--- src/rtl/kyber_pkg.sv ---
// Shared Kyber arithmetic definitions for the NTT butterfly datapath.
//   coeff_t      : signed 16-bit coefficient
//   bfly_mode_e  : butterfly flavour carried with each token
//   KYBER_Q, QINV, BARRETT_V, MONT_R and pre-widened copies used by the multipliers
package kyber_pkg;

  typedef logic signed [15:0] coeff_t;

  typedef enum logic {
    ModeFwd = 1'b0,  // Cooley-Tukey
    ModeInv = 1'b1   // Gentleman-Sande
  } bfly_mode_e;

  localparam int KYBER_Q   = 3329;
  localparam int QINV      = -3327;  // q^-1 mod 2^16, signed
  localparam int BARRETT_V = 20159;  // round(2^26 / q)
  localparam int MONT_R    = 2285;   // 2^16 mod q

  // Operand forms sized for the 32-bit datapath.
  localparam logic signed [31:0] Q32         = 32'(KYBER_Q);
  localparam logic signed [31:0] BARRETT_V32 = 32'(BARRETT_V);
  localparam logic signed [31:0] BARRETT_RND = 32'sd33554432;  // 2^25
  localparam logic [15:0]        QINV_LO     = 16'(QINV);      // 0xF301

endpackage

--- src/rtl/mont_reduce_pipe.sv ---
// Three-stage Montgomery reduction: r = p * 2^-16 mod q, |r| < q for in-range p.
// Ports:
//   clk, rst_n : clock, asynchronous active-low reset
//   en         : pipeline advance; all stages hold when low
//   p          : 32-bit signed product entering the reduction
//   r          : reduced coefficient, valid three enabled cycles after p
module mont_reduce_pipe
  import kyber_pkg::*;
(
  input  logic               clk,
  input  logic               rst_n,
  input  logic               en,
  input  logic signed [31:0] p,
  output coeff_t             r
);

  coeff_t             u_d, u_q;
  logic signed [31:0] p2_q;
  logic signed [31:0] m_d, m_q;
  logic signed [31:0] p3_q;
  coeff_t             r_d, r_q;

  always_comb begin
    // Only the low 16 bits of the product matter; the result is reinterpreted as signed.
    u_d = coeff_t'(p[15:0] * QINV_LO);
    m_d = 32'(u_q) * Q32;
    // Low half of p - m is zero by construction, so the high half is the exact quotient.
    r_d = coeff_t'((p3_q - m_q) >>> 16);
  end

  always_ff @(posedge clk or negedge rst_n) begin
    if (!rst_n) begin
      u_q  <= '0;
      p2_q <= '0;
      m_q  <= '0;
      p3_q <= '0;
      r_q  <= '0;
    end else if (en) begin
      u_q  <= u_d;
      p2_q <= p;
      m_q  <= m_d;
      p3_q <= p2_q;
      r_q  <= r_d;
    end
  end

  assign r = r_q;

endmodule

--- src/rtl/ntt_butterfly.sv ---
// Pipelined Kyber NTT/INTT butterfly, one coefficient pair per cycle, 5-cycle latency.
//   mode 0 (forward CT): t = fqmul(zeta, b); a_out = a + t;        b_out = a - t
//   mode 1 (inverse GS): a_out = barrett(a + b); b_out = fqmul(zeta, b - a)
// Ports:
//   clk, rst_n           : clock, asynchronous active-low reset
//   in_valid / in_ready  : input handshake (in_ready is combinational)
//   mode, a, b, zeta     : token payload, zeta in Montgomery domain
//   tag_in / tag_out     : opaque sideband carried unchanged
//   out_valid / out_ready: output handshake
//   a_out, b_out         : butterfly results
// Flow control is a global stall: every stage advances together when the output slot
// is empty or being consumed, so order is preserved and nothing is dropped.
module ntt_butterfly
  import kyber_pkg::*;
#(
  parameter int unsigned TAG_W = 8
) (
  input  logic               clk,
  input  logic               rst_n,
  input  logic               in_valid,
  output logic               in_ready,
  input  logic               mode,
  input  logic signed [15:0] a,
  input  logic signed [15:0] b,
  input  logic signed [15:0] zeta,
  input  logic [TAG_W-1:0]   tag_in,
  output logic               out_valid,
  input  logic               out_ready,
  output logic signed [15:0] a_out,
  output logic signed [15:0] b_out,
  output logic [TAG_W-1:0]   tag_out
);

  logic adv;

  // Stage 1: twiddle product and x lane
  logic               v1_q;
  bfly_mode_e         mode1_q;
  logic [TAG_W-1:0]   tag1_q;
  coeff_t             x1_d, x1_q;
  coeff_t             mul_op;
  logic signed [31:0] p1_d, p1_q;

  // Stage 2..4: Montgomery reduction in mont_reduce_pipe, Barrett on x alongside
  logic               v2_q, v3_q, v4_q;
  bfly_mode_e         mode2_q, mode3_q, mode4_q;
  logic [TAG_W-1:0]   tag2_q, tag3_q, tag4_q;
  coeff_t             x2_q, x3_q, x4_q;
  logic signed [31:0] bprod_d, bprod_q;
  coeff_t             k_d, k_q;
  coeff_t             y_d, y4_q;
  coeff_t             r4;

  // Stage 5: output register
  logic               v5_q;
  logic [TAG_W-1:0]   tag5_q;
  coeff_t             a5_d, a5_q;
  coeff_t             b5_d, b5_q;

  assign adv      = !v5_q || out_ready;
  assign in_ready = adv;

  // ---------------------------------------------------------------------------
  // S1: one shared multiplier, operand chosen by mode.
  always_comb begin
    mul_op = b;
    x1_d   = a;
    if (mode) begin
      mul_op = b - a;
      x1_d   = a + b;
    end
    p1_d = 32'(zeta) * 32'(mul_op);
  end

  // ---------------------------------------------------------------------------
  // Barrett lane: k = (v*x + 2^25) >>> 26 spread over S2/S3, y = x - k*q in S4.
  always_comb begin
    bprod_d = 32'(x1_q) * BARRETT_V32;
    k_d     = coeff_t'((bprod_q + BARRETT_RND) >>> 26);
    y_d     = coeff_t'(32'(x3_q) - 32'(k_q) * Q32);
  end

  mont_reduce_pipe u_mont (
    .clk   (clk),
    .rst_n (rst_n),
    .en    (adv),
    .p     (p1_q),
    .r     (r4)
  );

  // ---------------------------------------------------------------------------
  // S5: final add/sub or select, 16-bit two's-complement wrap.
  always_comb begin
    a5_d = x4_q + r4;
    b5_d = x4_q - r4;
    unique case (mode4_q)
      ModeFwd: begin
        a5_d = x4_q + r4;
        b5_d = x4_q - r4;
      end
      ModeInv: begin
        a5_d = y4_q;
        b5_d = r4;
      end
      default: ;
    endcase
  end

  // ---------------------------------------------------------------------------
  // Pipeline registers. Bubbles shift through as valid = 0.
  always_ff @(posedge clk or negedge rst_n) begin
    if (!rst_n) begin
      v1_q    <= 1'b0;
      mode1_q <= ModeFwd;
      tag1_q  <= '0;
      x1_q    <= '0;
      p1_q    <= '0;
      v2_q    <= 1'b0;
      mode2_q <= ModeFwd;
      tag2_q  <= '0;
      x2_q    <= '0;
      bprod_q <= '0;
      v3_q    <= 1'b0;
      mode3_q <= ModeFwd;
      tag3_q  <= '0;
      x3_q    <= '0;
      k_q     <= '0;
      v4_q    <= 1'b0;
      mode4_q <= ModeFwd;
      tag4_q  <= '0;
      x4_q    <= '0;
      y4_q    <= '0;
      v5_q    <= 1'b0;
      tag5_q  <= '0;
      a5_q    <= '0;
      b5_q    <= '0;
    end else if (adv) begin
      v1_q    <= in_valid;
      mode1_q <= bfly_mode_e'(mode);
      tag1_q  <= tag_in;
      x1_q    <= x1_d;
      p1_q    <= p1_d;

      v2_q    <= v1_q;
      mode2_q <= mode1_q;
      tag2_q  <= tag1_q;
      x2_q    <= x1_q;
      bprod_q <= bprod_d;

      v3_q    <= v2_q;
      mode3_q <= mode2_q;
      tag3_q  <= tag2_q;
      x3_q    <= x2_q;
      k_q     <= k_d;

      v4_q    <= v3_q;
      mode4_q <= mode3_q;
      tag4_q  <= tag3_q;
      x4_q    <= x3_q;
      y4_q    <= y_d;

      v5_q    <= v4_q;
      tag5_q  <= tag4_q;
      a5_q    <= a5_d;
      b5_q    <= b5_d;
    end
  end

  assign out_valid = v5_q;
  assign a_out     = a5_q;
  assign b_out     = b5_q;
  assign tag_out   = tag5_q;

endmodule
--- config.mk ---
export PLATFORM = sky130hd
export DESIGN_NAME = ntt_butterfly
export DESIGN_NICKNAME = d
export VERILOG_FILES = /design/src/rtl/kyber_pkg.sv /design/src/rtl/mont_reduce_pipe.sv /design/src/rtl/ntt_butterfly.sv
export SDC_FILE = /design/constraint.sdc
export NUM_CORES = 2
export LEC_CHECK = 0
export CAP_MARGIN = 40
export CORE_MARGIN = 1.5
export CORE_UTILIZATION = 65
export DETAILED_ROUTE_END_ITERATION = 8
export PLACE_DENSITY = 0.88
export SLEW_MARGIN = 0
export SYNTH_ARGS = -nofsm -noshare
export SYNTH_HDL_FRONTEND = slang
export SYNTH_SLANG_ARGS = --single-unit
--- constraint.sdc ---
create_clock -name clk -period 7.6 [get_ports clk]
set_input_delay 2.28 -clock clk [delete_from_list [all_inputs] [get_ports clk]]
set_output_delay 2.28 -clock clk [all_outputs]
set_load 0.02 [all_outputs]
Word-level counts from Yosys, hierarchy flattened
Cells that the tools add are included.
{"block": "word_totals", "ff_bits": 359, "inputBits": 61, "out_inout_bits": 42, "wordCells": 48}
{"block": "classes", "addsub": 7, "n_mul": 5, "n_mux": 4, "bitwise_logic": 1, "reduce_logical": 2}
{"operator": "16-bit case mux with 2 select lines", "n": 2}
{"operator": "16-bit subtractor", "n": 3}
{"operator": "16-bit adder", "n": 2}
{"operator": "32-bit by 27-bit adder with 32-bit output (second input constant)", "n": 1}
{"operator": "16-bit by 16-bit multiplier with 32-bit output", "n": 1}
{"operator": "16-bit by 16-bit multiplier with 32-bit output (second input constant)", "n": 1}
{"operator": "16-bit 2-to-1 mux", "n": 2}
{"operator": "32-bit subtractor", "n": 1}
{"operator": "16-bit by 13-bit multiplier with 29-bit output (second input constant)", "n": 1}
{"operator": "16-bit by 13-bit multiplier with 16-bit output (second input constant)", "n": 1}
{"operator": "6-bit by 13-bit multiplier with 16-bit output (second input constant)", "n": 1}
{"operator": "1-bit logical NOT", "n": 1}
{"operator": "1-bit logical OR", "n": 1}
{"operator": "1-bit inverter", "n": 1}

Longest topological paths before layout
{"block": "logic_depth", "depth_word": 3, "depth_mapped": 35}

By module
Synthesis repeated with hierarchy kept, for this count alone.
{"block": "unflattened", "cells_unflattened": 3745, "area_unflattened_um2": 35346.4}
{"mod": "ntt_butterfly", "instances": 1, "cells_each": 3068, "area_each_um2": 27682.8, "seq_area_each_um2": 5154.9}
{"mod": "mont_reduce_pipe", "instances": 1, "cells_each": 677, "area_each_um2": 7663.6, "seq_area_each_um2": 2527.4}

Worst setup path before layout
No wires, ideal clock.
{"block": "synth_path", "path_kind": "input port to flip-flop", "start": "in b[0]", "end": "reg p1_q[29]", "setup_ns": 0.069, "t_arrival_ns": 9.572, "required_time_ns": 7.531, "setup_slack_ns": -2.041, "path_stages": 33, "cell_sequence": "inv_1 -> ha_1 -> inv_1 -> fa_1 -> a21o_1 -> a21oi_1 -> o21ai_0 -> a31oi_1 -> o21bai_1 -> a21oi_1 -> xnor2_1 -> mux2_2 -> clkbuf_1 -> nand2_1 -> fa_1 -> inv_1 -> fa_1 -> fa_1 -> fa_1 -> fa_1 -> inv_1 -> fa_1 -> inv_1 -> ha_1 -> inv_1 -> o21ai_0 -> nor3_1 -> nor3_1 -> nand3_1 -> a21oi_1 -> o21bai_1 -> or4b_1 -> nand3_1"}
{"block": "synth_via", "elab_chain_len": 3}
{"item": "start, declared", "line": "ntt_butterfly.sv:24", "rtl": "input logic signed [15:0] b,"}
{"item": "16-bit subtractor", "line": "ntt_butterfly.sv:69", "rtl": "mul_op = b - a;"}
{"item": "16-bit 2-to-1 mux (*)", "line": "ntt_butterfly.sv:68", "rtl": "if (mode) begin"}
{"item": "16-bit by 16-bit multiplier with 32-bit output (*)", "line": "ntt_butterfly.sv:72", "rtl": "p1_d = 32'(zeta) * 32'(mul_op);"}
{"item": "end signal, assigned", "line": "ntt_butterfly.sv:142", "rtl": "p1_q <= p1_d;"}
{"item": "end, declared", "line": "ntt_butterfly.sv:42", "rtl": "logic signed [31:0] p1_d, p1_q;"}
Mark *: on every way between the ends. The rest lies on a longest branch, timed or not.
A chain may end at the register's enable or synchronous reset.

Worst setup path in the final report
{"block": "layout_path", "start": "in a[1]", "end": "reg p1_q[27]"}
{"block": "layout_via", "elab_chain_len": 3}
{"item": "start, declared", "line": "ntt_butterfly.sv:23", "rtl": "input logic signed [15:0] a,"}
{"item": "16-bit subtractor", "line": "ntt_butterfly.sv:69"}
{"item": "16-bit 2-to-1 mux", "line": "ntt_butterfly.sv:68"}
{"item": "16-bit by 16-bit multiplier with 32-bit output", "line": "ntt_butterfly.sv:72"}
Every way passes these cells.

==> results.cfg <==
[outcome]
status = finished with violations
violations = setup timing

[sta]
min_period_ns = 9.45
fin_tns_setup_ns = -30.06
relSlewSlack_pct = 16.4
max_freq_mhz = 106
worstMarginPinSlew_ns = 1.25
drv_slew = 0
setup_violations = 23
rsz0062_at_grt = true
hold_viol = 0
fin_crit_sh_pct = 124
setup_ws_ns = -1.85
fin_skew_ns = 0.0160

[run]
maxCapViolations = 0

[yosys]
async_reset_ff_share_pct = 100
synth_fp_nets = 5003
syn_area_per_cell_um2 = 8.88
ys_types = 82
synth_compound_area_share_pct = 9.84
synth_simple_gate_area_share_pct = 13.9
yosys_warnings = 0
synth_top_family_by_area = adder cells
synthTopCellsByCount = inv_1 (819), nand2_1 (661), fa_1 (452)
syn_inst = 4052
ys_seq_area_share_pct = 21.3
synth_ff_type = dfrtp_1
synthMuxAreaShare_pct = 0.417
synth_area_leaders = fa_1 (25%), dfrtp_1 (21%), ha_1 (15%)
synth_top_area_share_pct = 25.1
synth_edf_count = 0
ys_ff_latch = 307
synthXorXnorAreaFrac_pct = 3.79
netlist_area_mm2 = 0.0360
synthAdderAreaFrac_pct = 40.4
synth_most_common_cell = inv_1
yosysTopAreaCell = fa_1

[setup_path]
crit_path_max_incr_delay_ns = 0.58
critPathRequiredTime_ns = 8.04
cpMostUsedCell = fa_1
timing.critical_path.buf_inv = 9
path_delay_family = adder cells
crit_arrival_ns = 9.89
ff2ff_setup_slack_ns = 0.57
worstPathMaxFanout = 4
crit_path_end_kind = flip-flop
criticalPathCategory = in2reg
critPathLaunchType = input pin
critPathSlowestCell = fa_1

[clock_network]
clock_path_buffers = 3
path_clk_slew_ns = 0.07
cts.sinks = 307
root_buffer = clkbuf_16
numCtsBuffers = 35
htreeDepth = 2
postCtsHoldBufs = 0
clk_latency_ns = 0.57
cts_tree = built

[floorplan]
dieArea_mm2 = 0.0568
initial_core_util_pct = 65.6
rows = 86
die_h_um = 238
fp.dieW_um = 238
pin_count = 103
coreArea_mm2 = 0.0549

[drt]
viasPerCell = 6.07
post-route-drc-count = 0
vias = 30800
routedWlPerCell_um = 21.0
ant_nets = 0
drt_wl_total_um = 106000
dr.pass1.iters = 9
drtIter0Drc = 3208

[place]
place.gp.congestion = 0.950
port_buffers = 102
post_dp_cell_area_mm2 = 0.0395
dpl.hpwl_um = 69900

[grt]
grt_pass1_wl_um = 155000
grt_pass1_vias = 30800
antenna_found_initial = 4
grt_usage_pct = 34.4
grt_max_degree = 250
grt_overflow = 0

[finish]
area_growth_syn_to_layout_pct = 16.5
nets = 5291
stdcell_area_mm2 = 0.0419
drive_gt1_share_pct = 13.1
final_core_util_pct = 76.4
fill_cells = 3183

[min_path]
hp-class = reg2reg
layer usage:
metal	routed length [um]	vias up	track usage, %
met1	38000	14800	42.8
met4	8190	2	16.4
met2	50200	2015	58.1
met5	23	-	0
met3	10100	709	6.17
li1	-	13200	-
layout make-up:
type                            count  area [um^2]  area share (%)
Clock inverter                     15          260           0.621
Sequential cell                   307         7680            18.3
Inverter                          821         3100            7.39
Timing Repair Buffer              394         3430            8.18
Tap cell                          704          881            2.10
Antenna cell                        4         10.0          0.0239
Multi-Input combinational cell   2781        25600            61.0
Clock buffer                       47          971            2.32
cells by family (layout without fill, tap and decap cells):
logic type / count (synthesis) / count (layout)
simple gates: 1141 / 1141
buf+inv: 964 / 1277
fa+ha+maj: 890 / 890
compound gates: 581 / 581
flops: 307 / 307
xor+xnor: 155 / 155
mux: 14 / 14
other cells: 0 / 4
worst min-delay path, cell delays in order, from the launching register on:
cell and delay [ns]:
dfrtp_1 0.34, nand2_1 0.05, nand2_1 0.05
state kept, by name, summed over array words and instances (netlist names), 16 cells and up:
signal	count
u_mont.p3_q	24
x1_q	16
y4_q	16
u_mont.m_q	21
u_mont.r	16
u_mont.p2_q	32
x2_q	16
b_out	16
x3_q	16
p1_q	32
a_out	16
x4_q	16
worst paths after layout:
| check | to | depth (start not counted) | startpoint |
|---|---|---|---|
| min in group asynchronous | tag4_q[1]$_DFFE_PN0P_ | 1 | rst_n |
| setup reg to reg | bprod_q[31]$_DFFE_PN0P_ | 20 | x1_q[15]$_DFFE_PN0P_ |
| max in group asynchronous | p1_q[0]$_DFFE_PN0P_ | 2 | rst_n |
| setup / recovery | p1_q[27]$_DFFE_PN0P_ | 33 | a[1] |
| hold / removal | tag_out[0]$_DFFE_PN0P_ | 2 | tag_out[0]$_DFFE_PN0P_ |
| hold reg to reg | tag_out[0]$_DFFE_PN0P_ | 2 | tag_out[0]$_DFFE_PN0P_ |
metrics by stage:
| step | instances | hold WS [ns] | setup slack, ns |
|---|---|---|---|
| final | 5073 | 0.463 | -1.85 |
| after global routing | 5069 | 0.482 | -1.87 |
| after CTS | 5061 | 0.466 | -1.42 |
| after detailed placement | 4970 | 0.455 | -2.51 |
| after global placement | 4970 | 0.441 | -2.24 |
| after floorplan | 4052 | 0.430 | -1.52 |
cells in the final DEF (no fill, tap or decap), types with 72 or more instances in the layout:
master,instances
inv_1,779
nand2_1,650
fa_1,441
ha_1,413
dfrtp_1,307
buf_4,262
o21ai_0,167
nor2_1,161
a21oi_1,150
xnor2_1,103
clkdlybuf4s50_1,76
and2_1,72
timing repair:
action / in CTS / in global routing
pin swaps: 103 / 82
setup buffers: 32 / 12
endpoints found under the setup margin: 25 / 25
gates resized for setup: 167 / 104
Power is not shown: default switching activity piles up to over one toggle a cycle in this logic, so the estimate is an artifact.
